## src/rtl/mux_arbiter.sv

```systemverilog
// mux_arbiter: two-source, packet-locked round-robin arbiter in front of a
// shared SIZE-bit 2:1 mux, with a one-entry registered output stage.
//
// Handshake: a beat moves on a source port when reqX_valid && reqX_ready at a
// rising clock edge, and on the output port when out_valid && out_ready at a
// rising edge. reqX_ready depends only on registered state (never on
// reqX_valid); out_valid/out_data/out_last stay stable while out_ready is low.
module mux_arbiter #(
  parameter int SIZE      = 5,
  parameter int MAX_BEATS = 8
) (
  input  logic            clk,
  input  logic            rst,
  input  logic            req1_valid,
  input  logic [SIZE-1:0] req1_data,
  input  logic            req1_last,
  output logic            req1_ready,
  input  logic            req2_valid,
  input  logic [SIZE-1:0] req2_data,
  input  logic            req2_last,
  output logic            req2_ready,
  output logic            sel,
  output logic            out_valid,
  output logic [SIZE-1:0] out_data,
  output logic            out_last,
  input  logic            out_ready,
  output logic            overrun
);

  localparam int CW = $clog2(MAX_BEATS + 1);

  typedef enum logic [1:0] {
    IDLE   = 2'd0,
    GRANT1 = 2'd1,
    GRANT2 = 2'd2
  } state_t;

  state_t          state;
  state_t          state_next;
  logic            pri_is1;     // 1: requester 1 wins a tie, 0: requester 2
  logic [CW-1:0]   beat_cnt;
  logic            space;
  logic            accept;
  logic            cur_last;
  logic            forced;
  logic            grant_end;
  logic [SIZE-1:0] mux_out;

  // Datapath mux and beat-accept decode for the current grant.
  always_comb begin
    mux_out    = sel ? req1_data : req2_data;
    space      = !out_valid || out_ready;
    req1_ready = (state == GRANT1) && space;
    req2_ready = (state == GRANT2) && space;
    accept     = ((state == GRANT1) && req1_valid) ||
                 ((state == GRANT2) && req2_valid);
    accept     = accept && space;
    cur_last   = (state == GRANT1) ? req1_last : req2_last;
    // Cap the grant: the MAX_BEATS-th beat closes it even without last.
    forced     = (beat_cnt == CW'(MAX_BEATS - 1)) && !cur_last;
    grant_end  = accept && (cur_last || forced);
  end

  // Next-state logic: round-robin pick in IDLE, hold grant until packet end.
  always_comb begin
    state_next = state;
    case (state)
      IDLE: begin
        if (req1_valid && (pri_is1 || !req2_valid)) begin
          state_next = GRANT1;
        end else if (req2_valid) begin
          state_next = GRANT2;
        end
      end
      GRANT1, GRANT2: begin
        if (grant_end) begin
          state_next = IDLE;
        end
      end
      default: state_next = IDLE;
    endcase
  end

  // State register.
  always_ff @(posedge clk) begin
    if (rst) begin
      state <= IDLE;
    end else begin
      state <= state_next;
    end
  end

  // Priority pointer, mux select, output stage, beat counter and overrun flag.
  always_ff @(posedge clk) begin
    if (rst) begin
      pri_is1   <= 1'b1;
      sel       <= 1'b1;
      out_valid <= 1'b0;
      out_data  <= '0;
      out_last  <= 1'b0;
      overrun   <= 1'b0;
      beat_cnt  <= '0;
    end else begin
      // Select only changes when a new grant starts; it holds through IDLE.
      if (state == IDLE && state_next == GRANT1) begin
        pri_is1 <= 1'b0;
        sel     <= 1'b1;
      end else if (state == IDLE && state_next == GRANT2) begin
        pri_is1 <= 1'b1;
        sel     <= 1'b0;
      end
      if (accept) begin
        out_data  <= mux_out;
        out_valid <= 1'b1;
        out_last  <= cur_last || forced;
        beat_cnt  <= grant_end ? '0 : beat_cnt + CW'(1);
        if (forced) begin
          overrun <= 1'b1;
        end
      end else if (out_ready) begin
        out_valid <= 1'b0;
      end
    end
  end

endmodule

```

## config.mk

```make
export PLATFORM = sky130hd
export DESIGN_NAME = mux_arbiter
export DESIGN_NICKNAME = d
export VERILOG_FILES = /design/src/rtl/mux_arbiter.sv
export SDC_FILE = /design/constraint.sdc
export NUM_CORES = 1
export LEC_CHECK = 0
export ABC_AREA = 1
export CAP_MARGIN = 20
export CELL_PAD_IN_SITES_DETAIL_PLACEMENT = 1
export CELL_PAD_IN_SITES_GLOBAL_PLACEMENT = 2
export CORE_UTILIZATION = 22
export CTS_BUF_LIST = sky130_fd_sc_hd__clkbuf_8
export CTS_CLUSTER_SIZE = 40
export DETAILED_ROUTE_END_ITERATION = 8
export PLACE_DENSITY = 0.82
export SYNTH_ARGS = -nofsm -noshare
export SYNTH_HDL_FRONTEND = slang
export SYNTH_SLANG_ARGS = --single-unit
```

## constraint.sdc

```tcl
create_clock -name clk -period 1.4 [get_ports clk]
set_input_delay 0.28 -clock clk [delete_from_list [all_inputs] [get_ports clk]]
set_output_delay 0.28 -clock clk [all_outputs]
set_load 0.005 [all_outputs]
```

==> results.md, run 1 <==
- Status: finished with violations
- Failing checks: negative setup slack
- Area growth from synthesis to layout: 71.8%
- Worst Hold Class: flip-flop to flip-flop
- Max stage delay on crit path: 0.38 ns
- Maxcap violations: 0
- Largest net degree at the start of global routing: 12
- Crit start category: flip-flop
- Core area: 3690 um2
- Final #Nets: 189
- Number of CTS-inserted buffers: 3
- # rows: 22
- Total power: 1.46 mW
- Seq cells post-synth: 16
- Overflow after GRT: 0
- Cell at the slowest stage of the critical path: dfxtp_4
- IO Port Bufs: 27
- Final Max Tran Viols: 0
- Total Die Area: 4150 um2
- Initial antenna violation count: 0
- CP Max Fanout: 3
- Crit share post-route: 1.02
- RSZ-0062 raised after global routing: true
- Synth top cells by count: inv_1 (19), nor2_1 (19), dfxtp_1 (16), nand2_1 (16), a21oi_1 (13)
- Number of diodes: 0
- Max Freq: 698 MHz
- Warnings from Yosys: 0
- Gate power share: 0.389
- P_int: 0.996 mW
- Clock power frac: 0.236
- Slew margin rel.: 0.766
- Final Util: 0.399
- Peak VDD IR: 0.439 mV
- Synth unique cells: 19
- DR WL/cell: 11.4 um
- Worst slew pin tran: 0.350 ns
- # IOs: 28
- Critical path arrival: 1.57 ns
- Pwr Density: 989 nW/um2
- Seq/Total Area, Yosys: 0.374
- 1st-pass router iterations: 3
- Final setup vio count: 3
- Clock transition at path regs: 0.06 ns
- DRT Wirelength: 2440 um
- Clk root buf: clkbuf_8
- CTS tree: done
- Placed insts: 207
- Gr usage total: 0.124
- Worst path required time: 1.54 ns
- Clk sinks: 16
- Initial Utilization: 0.232
- Number of enable flip-flop cells after synthesis: 0
- Final non-filler cell area: 1470 um2
- DRC: 0
- Global placer's final weighted congestion: 0.771
- Worst-path cell chain: inv_4 -> ha_4 -> nand2_1 -> nand2_2 -> nand2_4 -> clkinv_4 -> nand2_4 -> nand2_2 -> nand2_2 -> nand2_2 -> o21ai_1 -> nand2_1
- Final min period: 1.43 ns
- Synthesized area per cell: 7.14 um2
- Top cell type by total area after synthesis: dfxtp_1
- H-tree lvl count: 1
- CTS hold repair buffers: 0
- DR vias: 917
- ANT nets after route: 0
- Clk_skew: 0.00126 ns
- Layout cells sized above 1: 0.370
- Post-synth net total: 142
- Leakage: 0.705 nW
- P_sw: 0.460 mW
- Top post-synthesis cells by area: dfxtp_1 (37%), inv_1 (8.3%), nor2_1 (8.3%)
- Cell Area, Synth: 857 um2
- Mapped Cells: 120
- Share of async-settable or async-resettable flops after synthesis: 0
- # fillers: 472
- Sw Share: 0.316
- Register area: 332 um2
- Vias per cell: 4.31
- Initial DRC count: 10
- Post-DP HPWL: 1810 um
- Final hold vios: 0
- Crit path capture type: flip-flop
- Final WS setup: -0.0332 ns
- Critical path class: flip-flop to flip-flop
- Vias in the first global route: 977
- Primary FF master, synth: dfxtp_1
- Most frequent CP cell: nand2_2
- Area of the multi-input gates: 548 um2
- Placed cell areas: 1280 um2
- Die height: 64.4 um
- Max Root-Sink Buffers: 2
- Yosys top cell area share: 0.374
- Setup Total Neg Slack: -0.0493 ns
- Die width: 64.4 um
- First-pass GRT wire length: 4080 um
- Post-route insts no fill: 213
- Sequential power share: 0.376
- Worst-Skew Late Latency: 0.25 ns
## critical path, delay by kind of cell, from the launching register on
family / cells / cell delay [ns]
buf+inv: 2 / 0.10
flops: 1 / 0.38
simple gates: 8 / 0.56
fa+ha+maj: 1 / 0.16
compound gates: 1 / 0.13
## logic make-up (layout without fill, tap and decap cells)
logic type	Yosys count	after routing	synth area share
AO/OA/AOI/OAI	24	24	0.146
buffers and inverters	23	68	0.115
adder cells (fa/ha/maj)	5	5	0.0730
flip-flops	16	16	0.374
AND/OR/NAND/NOR	50	50	0.272
XOR/XNOR	2	2	0.0204
## power by group through the flow
stage,combinational (mW),clock [mW],sequential (mW)
2_1_floorplan,0.229,0,0.541
3_3_place_gp,0.463,0,0.542
3_5_place_dp,0.478,0,0.541
4_1_cts,0.496,0.357,0.540
5_1_grt,0.620,0.370,0.553
6_report,0.566,0.343,0.548
## per-layer routing
layer / wire length (um) / GRT usage / vias to the layer above
met2: 1200 / 0.228 / 31
met3: 143 / 0.0317 / 3
li1: - / - / 466
met5: 0 / 0 / -
met4: 22 / 0.0333 / 0
met1: 1070 / 0.142 / 417
## final timing paths
path | start | depth (start not counted) | slack [ns] | end
setup / recovery | state[1] | 12 | -0.03 | pri_is1
hold / removal | beat_cnt[0] | 1 | 0.46 | beat_cnt[0]
setup reg to reg | state[1] | 12 | -0.03 | pri_is1
hold reg to reg | beat_cnt[0] | 1 | 0.46 | beat_cnt[0]
## through the flow
step	setup slack [ns]	hold WS, ns
5_1_grt	-0.110	0.486
3_3_place_gp	-0.316	0.461
2_1_floorplan	0.0127	0.430
6_report	-0.0332	0.459
4_1_cts	0.00146	0.479
3_5_place_dp	-0.375	0.464
## layout make-up
type | instances | area share
multi-input cells | 81 | 0.372
repair buffers | 45 | 0.276
flip-flops and latches | 16 | 0.225
inverters | 20 | 0.0578
well taps | 48 | 0.0408
clock buffers | 3 | 0.0280
## state kept, by name (all words and copies together) (netlist names)
name       cells
out_data       5
beat_cnt       4
state          2
out_last       1
out_valid      1
overrun        1
pri_is1        1
sel            1
## layout by cell type (no fill, tap or decap)
cell type and n:
a211oi_2 1, inv_2 3, dfxtp_4 2, dlygate4sd2_1 1, a21oi_1 13, clkbuf_8 3
buf_4 18, nor2_2 2, o211ai_1 1, nand4_1 1, ha_4 3, o21ai_0 4
nand3_2 2, inv_1 14, nor2_1 16, dlymetal6s2s_1 5, inv_4 2, dfxtp_1 11
o21ai_1 3, o21ai_2 2, nand3_1 1, clkdlybuf4s50_1 19, nand2_4 6, dfxtp_2 3
ha_1 2, xor2_1 2, nand2_2 9, nand2_1 11, clkinv_4 1, buf_2 2
nor3b_2 1, nor2_4 1
## repair_timing
item                                    in CTS  in global routing
pin swaps                                    3                 13
gates resized for setup                     21                 34
endpoints found under the setup margin      12                 18
setup buffers                                0                  3
Note: power is estimated with default switching activity, not from simulation.
==> inputs of run 2 (changes only) <==
ABC_AREA = default   (was 1)
CORE_UTILIZATION = 24   (was 22)
PLACE_DENSITY = 0.83   (was 0.82)
==> run 2 against run 1 <==
  * The flow still finishes with violations (negative setup slack)
  * Core utilization grew 14 points
  * Global-route usage rose by 7.3 points
  * Hold slack improved by 0.034 ns
==> results.md, run 2 <==
- Top post-synthesis cells by area: dfxtp_1 (38%), ha_1 (7.5%), mux2i_1 (7.2%)
- Cell Area, Synth: 836 um2
- Initial DRC count: 15
- Initial antenna violation count: 0
- Clk sinks: 16
- Hold Path Origin: overrun
- Synth unique cells: 31
- Hold depth: 2
- # IOs: 28
- Critical path class: flip-flop to flip-flop
- Peak VDD IR: 0.633 mV
- Vias per cell: 4.79
- Reg2reg start: state[1]
- Final min period: 2.04 ns
- Reg-to-reg critical path endpoint: pri_is1
- Post-synth net total: 114
- First-pass GRT wire length: 5200 um
- Largest register by flop count: out_data
- Maxcap violations: 0
- Hold WS: 0.494 ns
- H-tree lvl count: 1
- Count leader, synth: dfxtp_1
- Kind of cell adding the most delay to the critical path: simple AND/OR/NAND/NOR gates
- Synthesized area per cell: 9.08 um2
- Bufs and invs on worst path: 1
- 1st-pass router iterations: 4
- Share of async-settable or async-resettable flops after synthesis: 0
- Slew margin rel.: 0.805
- Max stage delay on crit path: 0.57 ns
- Final hold vios: 0
- Worst Hold Class: flip-flop to flip-flop
- Core area: 3340 um2
- DR vias: 1005
- Die width: 61.0 um
- Total power: 1.98 mW
- Worst-path cell chain: inv_2 -> ha_4 -> mux2_4 -> o211ai_4 -> a32oi_2 -> or4b_4 -> a2bb2oi_2
- DR top layer: met4
- ANT nets after route: 0
- Leakage: 0.849 nW
- Number of diodes: 0
- Area growth from synthesis to layout: 115%
- Seq cells post-synth: 16
- Final setup vio count: 18
- Clock transition at path regs: 0.07 ns
- Yosys top cell area share: 0.383
- Hold path endpoint: overrun
- Gate power share: 0.494
- R2R Setup Slk: -0.64 ns
- Number of enable flip-flop cells after synthesis: 0
- Final Max Tran Viols: 0
- Overflow after GRT: 0
- Seq/Total Area, Yosys: 0.383
- Max Freq: 491 MHz
- Worst path required time: 1.55 ns
- Met3 wire length: 216 um
- Final WS setup: -0.638 ns
- Worst reg2reg path depth: 7
- DRT Wirelength: 3700 um
- Clock power frac: 0.216
- Final Util: 0.539
- DR WL met2: 2130 um
- CP Max Fanout: 4
- Top cell type by total area after synthesis: dfxtp_1
- Clk_skew: 0.000825 ns
- Gr usage total: 0.198
- P_int: 1.34 mW
- Primary FF master, synth: dfxtp_1
- Number of CTS-inserted buffers: 3
- Critical path arrival: 2.19 ns
- RSZ-0062 raised after global routing: true
- Max reg flops: 5
- Post-DP HPWL: 2210 um
- Commonest non-fill, non-tap cell in the layout: buf_4
- Die height: 61.0 um
- Clk root buf: clkbuf_8
- CTS tree: done
- Max Root-Sink Buffers: 2
- Crit start category: flip-flop
- Wire length on met1: 1270 um
- P_sw: 0.645 mW
- Largest net degree at the start of global routing: 13
- Total Die Area: 3720 um2
- Most frequent cells in the layout: buf_4 (35), clkdlybuf4s50_1 (17), buf_6 (11)
- Pwr Density: 1100 nW/um2
- Sw Share: 0.325
- Global placer's final weighted congestion: 0.793
- Top flop regs: out_data x5, beat_cnt x4, state x2
- IO Port Bufs: 27
- Initial Utilization: 0.250
- Cell at the slowest stage of the critical path: or4b_4
- Warnings from Yosys: 0
- Status: finished with violations
- Synth top cells by count: dfxtp_1 (16), nor2_1 (15), mux2i_1 (6)
- Final #Nets: 187
- Final non-filler cell area: 1800 um2
- Layout cells sized above 1: 0.585
- Post-Place Worst Slack: -0.793 ns
- # rows: 21
- DR WL/cell: 17.6 um
- Worst-Skew Late Latency: 0.26 ns
- Sequential power share: 0.290
- Crit path capture type: flip-flop
- Mapped Cells: 92
- Placed cell areas: 1390 um2
- Failing checks: negative setup slack
- DRC: 0
- Worst slew pin tran: 0.292 ns
- Crit share post-route: 1.46
- Vias in the first global route: 1095
## run 2: cell types whose count changed in the layout (fill, tap and decap cells not counted), sizes merged, moves of 3 or more
cell	delta
a211oi	+4
a21oi	-9
nor2	-4
nand2b	+3
inv	-16
mux2i	+6
nand2	-24
and2	+4
nor3	+3
dlygate4sd2	+3
o21ai	-6
buf	+26
## run 2: how the worst max path moves through the flow
stage / slack (ns) / cells after the start / endpoint / start
final: -0.64 / 7 / pri_is1 / state[1]
after global routing: -0.73 / 7 / sel / state[1]
after CTS: -0.60 / 7 / pri_is1 / state[1]
after detailed placement: -0.79 / 6 / pri_is1 / req2_last
after global placement: -0.71 / 6 / pri_is1 / req2_last
after floorplan: -0.54 / 7 / pri_is1 / state[1]
## run 2: area by class of cell
class | count | area [um2]
Fill cell | 367 | 1540
Multi-Input combinational cell | 70 | 699
Timing Repair Buffer | 71 | 642
Sequential cell | 16 | 333
Tap cell | 46 | 57.6
Clock buffer | 4 | 55.1
Inverter | 3 | 11.3
## run 2: power groups by stage
stage	sequential, mW	combinational (mW)	clock [mW]
floorplan	0.569	0.299	0
global placement	0.561	0.612	0
detailed placement	0.568	0.656	0
CTS	0.569	0.872	0.427
global route	0.583	1.05	0.468
finish	0.575	0.981	0.429
## run 2: timing repair
action	CTS	global route
resized for setup	55	21
endpoints found under the setup margin	18	22
pin swaps	9	8
setup buffers	11	7
gates cloned	1	0
hold buffers	0	0
## run 2: through the flow
step / TNS, ns / cells
after floorplan: -1.27 / 92
after global placement: -5.81 / 190
after detailed placement: -6.62 / 190
after global routing: -6.37 / 210
final: -5.07 / 210
after CTS: -3.76 / 205
## run 2: worst reg2reg max path: stages, from the launching register on
cell	delay (ns)
dfxtp_2	0.33
inv_2	0.08
ha_4	0.17
mux2_4	0.33
o211ai_4	0.18
a32oi_2	0.15
or4b_4	0.57
a2bb2oi_2	0.14
## run 2: layer usage
layer  vias up  global-route usage
met3         8              0.0567
met2        33               0.408
li1        475                   -
met1       489               0.181
met4         0              0.0682
met5         -                   0
## run 2: logic make-up after synthesis
family                     count (synthesis)  share of synthesized area
muxes                                      7                     0.0898
DFF                                       16                      0.383
buffers and inverters                      7                     0.0314
and+or+nand+nor                           36                      0.225
AOI/OAI and AO/OA                         21                      0.196
adders and majority gates                  5                     0.0749
==> inputs of run 3 (changes only) <==
clock period = 1.7 ns   (was 1.4 ns; I/O delays follow)
==> run 3 against run 2 <==
  * The run still ends with negative setup slack left
  * Clock power down 22%
  * Final cell count down 10%
  * Sequential power down 21%
==> results.md, run 3 (synthesis results as in run 2) <==
- Max stage delay on crit path: 0.54 ns
- Number of diodes: 0
- Final #Nets: 166
- Final min period: 1.99 ns
- 1st-pass router iterations: 2
- Area growth from synthesis to layout: 73.8%
- Final non-filler cell area: 1450 um2
- Overflow after GRT: 0
- Post-DP HPWL: 1950 um
- Cell at the slowest stage of the critical path: or4b_4
- ANT nets after route: 0
- Worst slew pin tran: 0.294 ns
- Final Max Tran Viols: 0
- Final hold vios: 0
- Most frequent cells in the layout: clkdlybuf4s50_1 (25), buf_4 (23), dfxtp_1 (14)
- DR WL/cell: 12.7 um
- Layout cells sized above 1: 0.315
- Worst Hold Class: flip-flop to flip-flop
- Largest register by flop count: out_data
- Worst path required time: 1.84 ns
- DR vias: 849
- CTS tree: done
- DRT Wirelength: 2400 um
- Largest net degree at the start of global routing: 19
- Pwr Density: 923 nW/um2
- Status: finished with violations
- Setup Total Neg Slack: -0.515 ns
- Worst-Skew Late Latency: 0.24 ns
- Clock transition at path regs: 0.07 ns
- Maxcap violations: 0
- Final setup vio count: 2
- Worst reg2reg path depth: 7
- IO Port Bufs: 27
- RSZ-0062 raised after global routing: true
- CTS hold repair buffers: 0
- Critical path class: flip-flop to flip-flop
- Crit path capture type: flip-flop
- Clk sinks: 16
- Critical path arrival: 2.12 ns
- Max reg flops: 5
- Initial Utilization: 0.250
- Crit start category: flip-flop
- Gr usage total: 0.140
- H-tree lvl count: 1
- Initial antenna violation count: 0
- Core area: 3340 um2
- Clk_skew: 0.00470 ns
- Hold depth: 2
- Die height: 61.0 um
- Global placer's final weighted congestion: 0.818
- Vias in the first global route: 905
- Post-Place Worst Slack: -0.551 ns
- Clk root buf: clkbuf_8
- Hold WS: 0.475 ns
- Final WS setup: -0.286 ns
- Vias per cell: 4.49
- Max Freq: 503 MHz
- Number of CTS-inserted buffers: 3
- Crit share post-route: 1.17
- Top flop regs: out_data x5, beat_cnt x4, state x2
- Placed insts: 181
- Total Die Area: 3720 um2
- Worst-path cell chain: inv_2 -> ha_4 -> mux2_4 -> o211ai_4 -> a32oi_2 -> or4b_4 -> a2bb2oi_1
- CP Max Fanout: 3
- # IOs: 28
- Slew margin rel.: 0.802
- Initial DRC count: 14
- DRC: 0
- # fillers: 390
- # rows: 21
- Max Root-Sink Buffers: 2
- Placed cell areas: 1330 um2
- Peak VDD IR: 0.309 mV
- First-pass GRT wire length: 3850 um
- Die width: 61.0 um
- Leakage: 0.614 nW
- Commonest non-fill, non-tap cell in the layout: clkdlybuf4s50_1
- Failing checks: negative setup slack
- Post-route insts no fill: 189
==> run 3: changes by cell type in the layout (fill, tap and decap cells not counted), sizes merged <==
cell	change
dlygate4sd2	-3
clkdlybuf4s15	+1
clkdlybuf4s50	+8
and2	-1
dlymetal6s2s	-4
buf	-22
==> run 3: per-stage QoR <==
stage               power [mW]   util
floorplan                0.701      -
global placement         0.946  0.397
detailed placement       0.969  0.397
CTS                       1.35  0.430
global route              1.42  0.435
finish                    1.34  0.435
==> run 3: where the power goes <==
part | leakage (nW) | total (mW) | internal [mW] | switching (mW)
sequential | 0.131 | 0.456 | 0.426 | 0.0304
clock | 0.0288 | 0.333 | 0.205 | 0.128
combinational | 0.454 | 0.551 | 0.326 | 0.225
total | 0.614 | 1.34 | 0.957 | 0.384
==> run 3: layout make-up <==
cell class	instances	area (um2)	share of cell area
multi-input combinational	69	544	0.375
tap	46	57.6	0.0396
sequential	16	323	0.222
inverter	3	11.3	0.00775
timing repair buffer	51	462	0.318
clock buffer	4	55.1	0.0379
==> run 3: final timing paths <==
| check | start | endpoint | slack, ns |
|---|---|---|---|
| worst max-delay path | state[1] | pri_is1 | -0.29 |
| worst min-delay path | overrun | overrun | 0.48 |
| worst max register to register | state[1] | pri_is1 | -0.29 |
| worst min register to register | overrun | overrun | 0.48 |
==> run 3: worst max-delay path, delay by kind of cell, from the launching register on <==
kind	cells	cell delay (ns)
compound gates	3	0.46
fa+ha+maj	1	0.16
buf+inv	1	0.05
flops	1	0.34
mux	1	0.32
simple gates	1	0.54
==> run 3: metal layers <==
layer | GRT usage | routed length [um] | up-vias
li1 | - | - | 432
met1 | 0.156 | 1020 | 391
met2 | 0.262 | 1230 | 24
met3 | 0.0189 | 115 | 2
met4 | 0.0682 | 34 | 0
met5 | 0 | 0 | -
==> run 3: repair_timing <==
action,4_1_cts,5_1_grt
endpoints found under the setup margin,8,13
setup buffers,4,0
pin swaps,2,0
gates resized for setup,8,6
